File: src/rtl/bus_arbiter2_pkg.sv
// Shared bus package: arbiter state encoding, default timeout and the
// request bundle that every master presents to the shared slave.
package bus_arbiter2_pkg;

  typedef enum logic [1:0] {
    IDLE = 2'd0,
    GNT0 = 2'd1,
    GNT1 = 2'd2
  } arb_state_e;

  localparam int ARB_TIMEOUT_DEF = 15;

  typedef struct packed {
    logic        we;
    logic [31:2] adr;
    logic [3:0]  sel;
    logic [31:0] dat;
  } bus_req_t;

  function automatic arb_state_e gnt_state(input logic idx);
    return idx ? GNT1 : GNT0;
  endfunction

endpackage

File: src/rtl/bus_arbiter2_if.sv
// Two-master / one-slave bus bundle. The slave modport is the arbiter's view
// (it serves the masters); the master modport is the surrounding system's view.
interface bus_arbiter2_if;

  logic        m0_stb_i, m1_stb_i;
  logic        m0_we_i,  m1_we_i;
  logic [31:2] m0_adr_i, m1_adr_i;
  logic [3:0]  m0_sel_i, m1_sel_i;
  logic [31:0] m0_dat_i, m1_dat_i;
  logic [31:0] m0_dat_o, m1_dat_o;
  logic        m0_ack_o, m1_ack_o;
  logic        m0_err_o, m1_err_o;

  logic        s_stb_o, s_we_o;
  logic [31:2] s_adr_o;
  logic [3:0]  s_sel_o;
  logic [31:0] s_dat_o;
  logic [31:0] s_dat_i;
  logic        s_ack_i;

  modport slave (
    input  m0_stb_i, m1_stb_i, m0_we_i, m1_we_i, m0_adr_i, m1_adr_i,
           m0_sel_i, m1_sel_i, m0_dat_i, m1_dat_i, s_dat_i, s_ack_i,
    output m0_dat_o, m1_dat_o, m0_ack_o, m1_ack_o, m0_err_o, m1_err_o,
           s_stb_o, s_we_o, s_adr_o, s_sel_o, s_dat_o
  );

  modport master (
    output m0_stb_i, m1_stb_i, m0_we_i, m1_we_i, m0_adr_i, m1_adr_i,
           m0_sel_i, m1_sel_i, m0_dat_i, m1_dat_i, s_dat_i, s_ack_i,
    input  m0_dat_o, m1_dat_o, m0_ack_o, m1_ack_o, m0_err_o, m1_err_o,
           s_stb_o, s_we_o, s_adr_o, s_sel_o, s_dat_o
  );

endinterface

File: src/rtl/bus_arbiter2_timeout.sv
// Saturating wait counter for a granted transfer; expired is high once the
// count has reached TIMEOUT cycles without an acknowledge.
module arb_timeout
  import bus_arbiter2_pkg::*;
#(
  parameter int TIMEOUT = ARB_TIMEOUT_DEF
) (
  input  logic clk_i,
  input  logic rst_i,
  input  logic clr,
  input  logic en,
  output logic expired
);

  localparam int            CW    = $clog2(TIMEOUT + 1);
  localparam logic [CW-1:0] LIMIT = CW'(TIMEOUT);

  logic [CW-1:0] cnt;

  always_ff @(posedge clk_i) begin
    if (rst_i || clr)              cnt <= '0;
    else if (en && (cnt != LIMIT)) cnt <= cnt + 1'b1;
  end

  assign expired = (cnt == LIMIT);

endmodule

File: src/rtl/bus_arbiter2.sv
// Two-master round-robin arbiter in front of a single slave, with a per-grant
// acknowledge timeout that terminates a stalled transfer with an error.
module bus_arbiter2
  import bus_arbiter2_pkg::*;
#(
  parameter int TIMEOUT = ARB_TIMEOUT_DEF
) (
  input  logic            clk_i,
  input  logic            rst_i,
  bus_arbiter2_if.slave   bus
);

  arb_state_e state, state_nxt;
  logic       last, last_nxt;
  logic       gidx, granted, expired;

  logic     [1:0]       stb, ack, err;
  bus_req_t [1:0]       req;
  logic     [1:0][31:0] rdat;
  bus_req_t             s_req;
  logic                 s_stb;

  assign stb    = {bus.m1_stb_i, bus.m0_stb_i};
  assign req[0] = '{we: bus.m0_we_i, adr: bus.m0_adr_i, sel: bus.m0_sel_i, dat: bus.m0_dat_i};
  assign req[1] = '{we: bus.m1_we_i, adr: bus.m1_adr_i, sel: bus.m1_sel_i, dat: bus.m1_dat_i};

  assign granted = (state != IDLE);
  assign gidx    = (state == GNT1);

  // Counter is held clear while idle, so every grant starts counting from zero.
  arb_timeout #(.TIMEOUT(TIMEOUT)) u_timeout (
    .clk_i   (clk_i),
    .rst_i   (rst_i),
    .clr     (!granted),
    .en      (granted && !bus.s_ack_i),
    .expired (expired)
  );

  always_ff @(posedge clk_i) begin
    if (rst_i) begin
      state <= IDLE;
      last  <= 1'b1;
    end else begin
      state <= state_nxt;
      last  <= last_nxt;
    end
  end

  always_comb begin
    state_nxt = state;
    last_nxt  = last;
    s_stb     = 1'b0;
    s_req     = '0;
    ack       = '0;
    err       = '0;
    rdat      = '0;
    case (state)
      IDLE: begin
        if (stb[0] && stb[1]) state_nxt = gnt_state(!last);
        else if (stb[0])      state_nxt = GNT0;
        else if (stb[1])      state_nxt = GNT1;
      end
      GNT0, GNT1: begin
        s_req       = req[gidx];
        // A timed-out cycle withdraws the strobe unless the slave acks in it.
        s_stb       = stb[gidx] && !(expired && !bus.s_ack_i);
        ack[gidx]   = bus.s_ack_i;
        rdat[gidx]  = bus.s_dat_i;
        if (bus.s_ack_i) begin
          state_nxt = IDLE;
          last_nxt  = gidx;
        end else if (!stb[gidx]) begin
          state_nxt = IDLE;
        end else if (expired) begin
          err[gidx] = 1'b1;
          state_nxt = IDLE;
          last_nxt  = gidx;
        end
      end
      default: state_nxt = IDLE;
    endcase
  end

  assign bus.s_stb_o  = s_stb;
  assign bus.s_we_o   = s_req.we;
  assign bus.s_adr_o  = s_req.adr;
  assign bus.s_sel_o  = s_req.sel;
  assign bus.s_dat_o  = s_req.dat;

  assign bus.m0_ack_o = ack[0];
  assign bus.m1_ack_o = ack[1];
  assign bus.m0_err_o = err[0];
  assign bus.m1_err_o = err[1];
  assign bus.m0_dat_o = rdat[0];
  assign bus.m1_dat_o = rdat[1];

endmodule

File: src/flat_wrapper.sv
// flat-port wrapper written by rule: the top's interface ports become plain ports
module bus_arbiter2_flat import bus_arbiter2_pkg::*;
#(
  parameter int TIMEOUT = ARB_TIMEOUT_DEF
)
  (clk_i, rst_i, bus_m0_stb_i, bus_m1_stb_i, bus_m0_we_i, bus_m1_we_i, bus_m0_adr_i, bus_m1_adr_i, bus_m0_sel_i, bus_m1_sel_i, bus_m0_dat_i, bus_m1_dat_i, bus_s_dat_i, bus_s_ack_i, bus_m0_dat_o, bus_m1_dat_o, bus_m0_ack_o, bus_m1_ack_o, bus_m0_err_o, bus_m1_err_o, bus_s_stb_o, bus_s_we_o, bus_s_adr_o, bus_s_sel_o, bus_s_dat_o);
  bus_arbiter2_if bus_i ();
  input  logic clk_i;
  input  logic rst_i;
  input wire logic [$bits(bus_i.m0_stb_i)-1:0] bus_m0_stb_i;
  input wire logic [$bits(bus_i.m1_stb_i)-1:0] bus_m1_stb_i;
  input wire logic [$bits(bus_i.m0_we_i)-1:0] bus_m0_we_i;
  input wire logic [$bits(bus_i.m1_we_i)-1:0] bus_m1_we_i;
  input wire logic [$bits(bus_i.m0_adr_i)-1:0] bus_m0_adr_i;
  input wire logic [$bits(bus_i.m1_adr_i)-1:0] bus_m1_adr_i;
  input wire logic [$bits(bus_i.m0_sel_i)-1:0] bus_m0_sel_i;
  input wire logic [$bits(bus_i.m1_sel_i)-1:0] bus_m1_sel_i;
  input wire logic [$bits(bus_i.m0_dat_i)-1:0] bus_m0_dat_i;
  input wire logic [$bits(bus_i.m1_dat_i)-1:0] bus_m1_dat_i;
  input wire logic [$bits(bus_i.s_dat_i)-1:0] bus_s_dat_i;
  input wire logic [$bits(bus_i.s_ack_i)-1:0] bus_s_ack_i;
  output wire logic [$bits(bus_i.m0_dat_o)-1:0] bus_m0_dat_o;
  output wire logic [$bits(bus_i.m1_dat_o)-1:0] bus_m1_dat_o;
  output wire logic [$bits(bus_i.m0_ack_o)-1:0] bus_m0_ack_o;
  output wire logic [$bits(bus_i.m1_ack_o)-1:0] bus_m1_ack_o;
  output wire logic [$bits(bus_i.m0_err_o)-1:0] bus_m0_err_o;
  output wire logic [$bits(bus_i.m1_err_o)-1:0] bus_m1_err_o;
  output wire logic [$bits(bus_i.s_stb_o)-1:0] bus_s_stb_o;
  output wire logic [$bits(bus_i.s_we_o)-1:0] bus_s_we_o;
  output wire logic [$bits(bus_i.s_adr_o)-1:0] bus_s_adr_o;
  output wire logic [$bits(bus_i.s_sel_o)-1:0] bus_s_sel_o;
  output wire logic [$bits(bus_i.s_dat_o)-1:0] bus_s_dat_o;
  assign bus_i.m0_stb_i = bus_m0_stb_i;
  assign bus_i.m1_stb_i = bus_m1_stb_i;
  assign bus_i.m0_we_i = bus_m0_we_i;
  assign bus_i.m1_we_i = bus_m1_we_i;
  assign bus_i.m0_adr_i = bus_m0_adr_i;
  assign bus_i.m1_adr_i = bus_m1_adr_i;
  assign bus_i.m0_sel_i = bus_m0_sel_i;
  assign bus_i.m1_sel_i = bus_m1_sel_i;
  assign bus_i.m0_dat_i = bus_m0_dat_i;
  assign bus_i.m1_dat_i = bus_m1_dat_i;
  assign bus_i.s_dat_i = bus_s_dat_i;
  assign bus_i.s_ack_i = bus_s_ack_i;
  assign bus_m0_dat_o = bus_i.m0_dat_o;
  assign bus_m1_dat_o = bus_i.m1_dat_o;
  assign bus_m0_ack_o = bus_i.m0_ack_o;
  assign bus_m1_ack_o = bus_i.m1_ack_o;
  assign bus_m0_err_o = bus_i.m0_err_o;
  assign bus_m1_err_o = bus_i.m1_err_o;
  assign bus_s_stb_o = bus_i.s_stb_o;
  assign bus_s_we_o = bus_i.s_we_o;
  assign bus_s_adr_o = bus_i.s_adr_o;
  assign bus_s_sel_o = bus_i.s_sel_o;
  assign bus_s_dat_o = bus_i.s_dat_o;
  bus_arbiter2 #(.TIMEOUT(TIMEOUT)) u_core (.clk_i(clk_i), .rst_i(rst_i), .bus(bus_i));
endmodule
File: config.mk
export PLATFORM = sky130hd
export DESIGN_NAME = bus_arbiter2_flat
export DESIGN_NICKNAME = d
export VERILOG_FILES = /design/src/rtl/bus_arbiter2_pkg.sv /design/src/rtl/bus_arbiter2_if.sv /design/src/rtl/bus_arbiter2_timeout.sv /design/src/rtl/bus_arbiter2.sv /design/src/flat_wrapper.sv
export SDC_FILE = /design/constraint.sdc
export NUM_CORES = 1
export LEC_CHECK = 0
export CAP_MARGIN = 20
export CORE_AREA = 2 2 120 122
export CTS_BUF_LIST = sky130_fd_sc_hd__clkbuf_8
export DETAILED_ROUTE_END_ITERATION = 7
export DIE_AREA = 0 0 122 124
export SLEW_MARGIN = 5
export SYNTH_ARGS = -nofsm -noshare
export SYNTH_HDL_FRONTEND = slang
export SYNTH_SLANG_ARGS = --single-unit
File: constraint.sdc
create_clock -name clk_i -period 4.8 [get_ports clk_i]
set_input_delay 0.96 -clock clk_i [delete_from_list [all_inputs] [get_ports clk_i]]
set_output_delay 0.96 -clock clk_i [all_outputs]
set_load 0.05 [all_outputs]
# --- Word-level counts from Yosys, hierarchy flattened ---
# Cells that the tools add are included.
totals:
  register_bits: 7
  inputBits: 171
  elab_cells: 58
op_classes:
  addsub: 1
  n_lt_le_gt_ge: 2
  n_eq_ne: 6
  muxes: 27
  bitwise_logic: 2
  n_reduce_logical: 17
op_table:
  columns: ["operator", "n"]
  rows:
  - ["67-bit two-way mux", 3]
  - ["64-bit AND", 1]
  - ["64-bit two-way mux", 1]
  - ["32-bit demux with 1-bit select", 1]
  - ["32-bit two-way mux", 1]
  - ["2-bit two-way mux", 12]
  - ["4-bit by 3-bit != test with 1-bit output, second input constant", 2]
  - ["1-bit two-way mux", 7]
  - ["1-bit logical AND", 6]
  - ["2-bit nonzero test", 3]
  - ["4-bit by 1-bit adder with 4-bit output, second input constant", 1]
  - ["4-bit == test, second input constant", 1]
  - ["4-bit != test, second input constant", 1]
  - ["2-bit one-hot mux with 2 select lines", 1]
  - ["1-bit zero test", 3]
  - ["3-bit AND reduction", 1]
  - ["2-bit AND", 1]
  - ["2-bit by 1-bit == test with 1-bit output, second input constant", 1]
  - ["2-bit == test, second input constant", 1]
  - ["2-bit zero test", 1]
  - ["1-bit by 2-bit < comparator with 1-bit output, second input constant", 1]
  - ["2-bit AND reduction", 1]
  - ["2-bit OR reduction", 1]
  - ["1-bit demux with 1-bit select", 1]
  - ["2 further kinds", 2]

# --- Depth between registers and ports, before layout ---
# Gate-level depths: netlist (run 1).
depth:
  word_depth: 9
  depth_mapped: 7
  depth_no_buf: 5

# --- Hierarchy ---
# From an unflattened synthesis (run 1), not the netlist that was laid out.
hier_totals:
  hier_cells: 276
  hier_area_um2: 2142.1
modules_own_cells:
  columns: ["module", "instances", "cells_per_inst", "area_per_inst_um2", "seq_area_each_um2"]
  rows:
  - ["bus_arbiter2", 1, 254, 1930.6, 60.1]
  - ["arb_timeout", 1, 22, 211.5, 80.1]

# --- Least setup slack after synthesis (run 1) ---
# OpenSTA, ideal clock, no wires.
synth_timing:
  path_type: "flip-flop to output port"
  from: "register u_core.state[1]"
  to: "output bus_m0_err_o"
  arrival_time_ps: 1935
  required_ps: 3840
  slack_ps: 1905
  stages_incl_launch_ff: 8
  cell_sequence: "dfxtp_1 inv_1 ha_1 buf_2 and2b_1 clkbuf_1 nand2_1 nor2_1"
synth_between:
  elab_chain_cells: 9
  word_cells_on_any_way: 14
synth_lines:
  columns: ["item", "line", "rtl"]
  rows:
  - ["start, declared", "bus_arbiter2.sv:13", "arb_state_e state, state_nxt;"]
  - ["start signal, assigned", "bus_arbiter2.sv:44", "state <= state_nxt;"]
  - ["2-bit == test", "bus_arbiter2.sv:28, bus_arbiter2.sv:57", null]
  - ["1-bit by 2-bit < comparator with 1-bit output (not written as such) / 1-bit greater-or-equal comparator (equally long branches)", "bus_arbiter2.sv:75", "err[gidx] = 1'b1;"]
  - ["1-bit logical AND (not written as such)", "bus_arbiter2.sv:75", null]
  - ["1-bit two-way mux (not written as such)", "bus_arbiter2.sv:75", null]
  - ["1-bit demux with 1-bit select", null, null]
  - ["2-bit two-way mux", "bus_arbiter2.sv:74", "end else if (expired) begin"]
  - ["2-bit two-way mux", "bus_arbiter2.sv:72", "end else if (!stb[gidx]) begin"]
  - ["2-bit two-way mux", "bus_arbiter2.sv:69", "if (bus.s_ack_i) begin"]
  - ["2-bit two-way mux *", "bus_arbiter2.sv:57", "case (state)"]
  - ["end, declared", "flat_wrapper.sv:26", "output wire logic [$bits(bus_i.m0_err_o)-1:0] bus_m0_err_o;"]
# Mark *: on every way between the ends. The rest lies on a longest branch, timed or not. The select of a mux whose other input is x is not followed.

# --- Worst setup path in the final report (run 1) ---
layout_timing:
  from: "input bus_s_ack_i"
  to: "output bus_m1_err_o"
layout_between:
  elab_chain_cells: 2
layout_lines:
  columns: ["item", "line", "rtl"]
  rows:
  - ["start, declared", "flat_wrapper.sv:21", "input wire logic [$bits(bus_i.s_ack_i)-1:0] bus_s_ack_i;"]
  - ["2-bit two-way mux", "bus_arbiter2.sv:69", null]
  - ["2-bit two-way mux", "bus_arbiter2.sv:57", null]
  - ["end, declared", "flat_wrapper.sv:27", "output wire logic [$bits(bus_i.m1_err_o)-1:0] bus_m1_err_o;"]
# Every way passes these cells.

==> flow_summary_export.csv, run 1 <==
group,metric,value,unit
clock_network,cts-buffers-inserted,3,
worst_setup_path,crit_path_end_kind,"primary output",
timing,setup-tns-final,0,ns
floorplan,die_h,124,µm
clock_network,root_buffer,"clkbuf_8",
power,power_density,213,nW/µm²
worst_setup_path,start_kind,"primary input",
timing,period_needed,3.76,ns
timing,hold_violations,0,
cells_and_area,syn_to_final_growth,157,%
worst_setup_path,rr_startpoint,"u_core.state[1]",
grt,grt_usage,12.4,%
synth,syn_nets,450,
synth,yosys.area.top_type,"mux2i_1",
power,p_sw_share,53.7,%
worst_setup_path,rrSetupSlack,2.62,ns
detailed_routing,wire_per_inst,14.4,µm
grt,grt_pass1_wl,15100,µm
worst_setup_path,cp-endpoint,"bus_m1_err_o",
worst_setup_path,r2r_cells,6,
run_status,status,"completed",
floorplan,io_pins,307,
power,p_sw,0.000612,W
place,gp_congestion,0.803,
worst_setup_path,crit_fanout,6,
floorplan,start_util,15.2,%
timing,hold_slack,0.533,ns
synth,ys_types,28,
power,p_int,0.000527,W
worst_setup_path,critPathLaunch,"bus_s_ack_i",
power,power,0.00114,W
timing,setup_viol,0,
timing,finalClockSkew,0.000732,ns
synth,synth_flop_cell,"dfxtp_1",
cells_and_area,fin_nets,741,
clock_network,cts_tree,"yes",
clock_network,htreeDepth,1,
power,peakVddDrop,0.0000961,V
synth,avgSynthCellArea,7.58,µm²
synth,netlist_instances,275,
timing,layout_setup_ws,1.04,ns
grt,grt_max_degree,55,
floorplan,rows,43,
detailed_routing,dr.pass1.iters,3,
detailed_routing,num_vias,2931,
synth,ys_top_cells_by_area,"mux2i_1, nor2b_1, and2_1, dfxtp_1, buf_4",
synth,yosysSeqAreaShare,6.73,%
detailed_routing,drt_iter0_markers,81,
detailed_routing,viasPerCell,3.93,
clock_network,insertion_delay,0.23,ns
floorplan,die_width,122,µm
synth,yosysWarnings,0,
synth,synth-edff-count,0,
synth,synth_top_area_share,33.2,%
power,clkPwrFrac,7.4,%
clock_network,cts.clk_slew.worst_paths,0.04,ns
timing,max_freq,0.266,GHz
worst_setup_path,rr_endpoint,"u_core.last",
place,dp.final_hpwl,8940,µm
timing,drv_slew,0,
timing,timing.final.crit_share,78.3,%
detailed_routing,wirelength,10800,µm
grt,antenna_found_initial,0,
cells_and_area,n_antenna_cell,0,
synth,synth.most_common_cell,"mux2i_1",
power,p_comb_share,87.1,%
synth,ys_ff_latch,7,
floorplan,core_area,13700,µm²
detailed_routing,route.detailed.drc,0,
floorplan,dieArea,15100,µm²
timing,rsz0062_at_grt,"false",
timing,max_slew_margin,63.4,%
cells_and_area,nFillCells,1399,
worst_setup_path,required,3.84,ns
flow_run,max-cap-violations,0,
synth,async_flop_share,0,%
grt,grt_pass1_vias,2851,
clock_network,cts_hold_buf,0,
grt,overflow,0,
synth,synthTopCellsByCount,"mux2i_1, nor2b_1, and2_1, clkbuf_1",
synth,syn_area,2080,µm²
place,pre_cts_slack,1.01,ns
clock_network,cts_resized,0,
power,p_seq_share,5.6,%
detailed_routing,ant_nets,0,
cells_and_area,drive_gt1_share,2.12,%
worst_setup_path,crit_arrival,2.80,ns
power,p_leak,1.86,nW
timing,worstMarginPinSlew,0.547,ns
worst_hold_path,hold_class,"flop to flop",
worst_setup_path,crit_type,"primary input to primary output",
clock_network,clock-sinks,7,
place,io_buffers,306,
clock_network,cts_setup_buffers,0,
clock_network,clockBufferDepth,2,
[metrics by stage]
step                cell area, µm²  utilization, %  instances
floorplan                     2080               -        275
global placement              5300            38.7        741
detailed placement            5300            38.7        741
CTS                           5350            39.0        745
global route                  5350            39.0        745
finish                        5350            39.0        745
[placed cells by master (no fill, tap or decap), types with 2 or more instances in the layout]
master / instances
ha_1: 2
inv_1: 6
o21ai_0: 2
buf_4: 3
clkdlybuf4s50_1: 306
nand2_1: 3
and2_1: 66
nor3_1: 4
o32ai_1: 2
a31oi_1: 2
nor2b_1: 68
nand3_1: 2
mux2i_1: 69
clkbuf_8: 3
nor2_1: 6
dfxtp_1: 7
[worst min path at each step]
stage / depth (start not counted) / from / end
5_1_grt: 2 / u_core.u_timeout.cnt[3] / u_core.u_timeout.cnt[2]
3_3_place_gp: 2 / u_core.last / u_core.last
6_report: 2 / u_core.last / u_core.last
4_1_cts: 2 / u_core.last / u_core.last
2_1_floorplan: 2 / u_core.last / u_core.last
3_5_place_dp: 2 / u_core.last / u_core.last
[power groups by stage]
stage	clock network, W	registers, W	logic, W
floorplan	0	0.0000636	0.000605
CTS	0.0000848	0.0000634	0.00100
detailed placement	0	0.0000643	0.00100
finish	0.0000838	0.0000633	0.000992
global route	0.0000882	0.0000637	0.00104
global placement	0	0.0000642	0.000996
[sequential cells by signal (all words and copies together) (netlist names)]
register and cells:
u_core.u_timeout.cnt 4, u_core.state 2, u_core.last 1
[critical path, stage by stage]
cell             delay, ns
clkdlybuf4s50_1       0.52
nor2b_1               0.22
nand3_1               0.13
nor2_1                0.14
clkdlybuf4s50_1       0.83
[area by class of cell]
| cell class | instances | area [µm²] | area share (%) |
|---|---|---|---|
| timing repair buffer | 310 | 3110 | 58.1 |
| sequential | 7 | 140 | 2.62 |
| clock inverter | 1 | 3.75 | 0.0702 |
| tap | 180 | 225 | 4.21 |
| clock buffer | 3 | 41.3 | 0.772 |
| inverter | 5 | 18.8 | 0.351 |
| multi-input combinational | 239 | 1810 | 33.9 |
[metal layers]
metal / global-route usage [%] / wire length, µm
met4: 2.08 / 76
met5: 0 / 0
met2: 24.4 / 5700
met1: 13.8 / 4000
met3: 2.56 / 994
[cell families (layout without fill, tap and decap cells)]
group           Yosys count  in the layout  synth area share, %
simple gates            153            153                 44.7
mux                      71             71                 34.2
buf+inv                  29            319                 6.97
compound gates           10             10                 4.50
flops                     7              7                 6.73
fa+ha+maj                 4              4                 2.40
xor+xnor                  1              1                0.420
Note: power is estimated with default switching activity, not from simulation.
==> inputs of run 2 (changes only) <==
CORE_AREA = 2 2 118 120   (was 2 2 120 122)
DIE_AREA = 0 0 120 122   (was 0 0 122 124)
clock period = 3.65 ns   (was 4.8 ns; I/O delays follow)
==> run 2 against run 1 <==
Effect of this change: clock skew increased by 0.00084 ns; combinational power increased by 43%; clock-buffer cell count unchanged; power increased by 41%; final cell count unchanged; clock power increased by 26%; routed wire length decreased by 2.4%; hold slack improved by 0.0058 ns; first-iteration DRC count decreased by 47%; cell area increased by 6.3%; die area decreased by 3.2%.
==> flow_summary_export.csv, run 2 (synthesized netlist as in run 1, its figures left out) <==
group,metric,value,unit
run_status,status,"completed",
cells_and_area,final_common_cell,"clkdlybuf4s50_1",
grt,grt_usage,12.7,%
place,dp.final_hpwl,8830,µm
floorplan,start_util,15.4,%
worst_setup_path,crit_type,"flop to primary output",
cells_and_area,n_antenna_cell,0,
clock_network,clockBufferDepth,2,
power,p_comb_share,88.2,%
clock_network,cts_setup_buffers,0,
timing,timing.final.crit_share,89.9,%
clock_network,root_buffer,"clkbuf_8",
place,io_buffers,306,
grt,grt_pass1_wl,15300,µm
detailed_routing,ant_nets,0,
worst_setup_path,required,2.92,ns
cells_and_area,reg_top3,"u_core.u_timeout.cnt x4, u_core.state x2, u_core.last x1",
detailed_routing,drt_iter0_markers,43,
power,p_sw,0.000828,W
power,power_density,283,nW/µm²
grt,antenna_found_initial,0,
place,gp_congestion,0.801,
grt,overflow,0,
worst_setup_path,start_kind,"flop",
worst_setup_path,crit_fanout,57,
power,p_leak,2.04,nW
worst_setup_path,crit_arrival,2.55,ns
timing,period_needed,3.28,ns
timing,max_slew_margin,64.2,%
clock_network,clock-sinks,7,
cells_and_area,syn_to_final_growth,173,%
clock_network,cts_hold_buf,0,
power,power,0.00161,W
timing,max_freq,0.305,GHz
timing,setup_viol,0,
detailed_routing,num_vias,2990,
clock_network,cts_tree,"yes",
power,p_int,0.000778,W
clock_network,cts-buffers-inserted,3,
clock_network,htreeDepth,1,
floorplan,die_h,122,µm
worst_setup_path,crit_path_end_kind,"primary output",
floorplan,io_pins,307,
timing,setup-tns-final,0,ns
power,p_sw_share,51.6,%
timing,rsz0062_at_grt,"false",
floorplan,core_area,13500,µm²
detailed_routing,wirelength,10500,µm
floorplan,dieArea,14600,µm²
worst_hold_path,hold_class,"flop to flop",
power,clkPwrFrac,6.6,%
detailed_routing,wire_per_inst,14.1,µm
floorplan,die_width,120,µm
timing,hold_violations,0,
detailed_routing,route.detailed.drc,0,
floorplan,rows,43,
timing,worstMarginPinSlew,0.536,ns
detailed_routing,viasPerCell,4.01,
cells_and_area,final_util,42.1,%
cells_and_area,drive_gt1_share,9.38,%
flow_run,max-cap-violations,0,
timing,finalClockSkew,0.00157,ns
power,peakVddDrop,0.000150,V
detailed_routing,dr.pass1.iters,4,
grt,grt_pass1_vias,2905,
power,p_seq_share,5.2,%
cells_and_area,largest_reg_flops,4,
grt,grt_max_degree,58,
cells_and_area,regMostFlops,"u_core.u_timeout.cnt",
cells_and_area,fin_nets,741,
clock_network,cts_resized,0,
clock_network,insertion_delay,0.23,ns
timing,drv_slew,0,
cells_and_area,layout_common_cells,"clkdlybuf4s50_1, mux2i_1, nor2b_1",
clock_network,cts.clk_slew.worst_paths,0.04,ns
[run 2: metal layers]
layer | wire (µm) | share of wire, % | global-route usage (%)
met5 | 0 | 0 | 0
met4 | 53 | 0.50 | 1.18
met3 | 1010 | 9.6 | 4.07
met2 | 5460 | 52 | 24.2
met1 | 3980 | 38 | 14.3
[run 2: final timing paths]
kind                         from             end  slack [ns]  depth (start not counted)
setup / recovery  u_core.state[1]  bus_s_sel_o[2]        0.37                          5
hold / removal        u_core.last     u_core.last        0.54                          2
setup reg to reg  u_core.state[1]     u_core.last        1.73                          6
hold reg to reg       u_core.last     u_core.last        0.54                          2
[run 2: power groups by stage]
stage | logic (W) | clock network (W) | registers (W)
6_report | 0.00142 | 0.000106 | 0.0000834
3_5_place_dp | 0.00143 | 0 | 0.0000847
3_3_place_gp | 0.00142 | 0 | 0.0000843
5_1_grt | 0.00148 | 0.000118 | 0.0000834
2_1_floorplan | 0.000796 | 0 | 0.0000837
4_1_cts | 0.00143 | 0.000112 | 0.0000834
[run 2: area by class of cell]
type | instances | area (µm²)
Sequential cell | 7 | 140
Tap cell | 180 | 225
Inverter | 5 | 18.8
Fill cell | 1336 | 7820
Clock inverter | 1 | 3.75
Timing Repair Buffer | 310 | 3440
Multi-Input combinational cell | 239 | 1810
Clock buffer | 3 | 41.3
[run 2: metrics by stage]
| step | std cells | hold WS, ns | cell area (µm²) | setup WS, ns |
|---|---|---|---|---|
| after floorplan | 275 | 0.497 | 2080 | 0.985 |
| after CTS | 745 | 0.538 | 5680 | 0.309 |
| final | 745 | 0.538 | 5680 | 0.368 |
| after global placement | 741 | 0.512 | 5640 | 0.581 |
| after detailed placement | 741 | 0.526 | 5640 | 0.580 |
| after global routing | 745 | 0.576 | 5680 | 0.226 |
[run 2: critical path, cell delays in order, from the launching register on]
cell	delay [ns]
dfxtp_1	0.38
inv_1	0.08
ha_2	0.52
buf_12	0.25
nor2b_1	0.21
clkdlybuf4s50_1	0.83
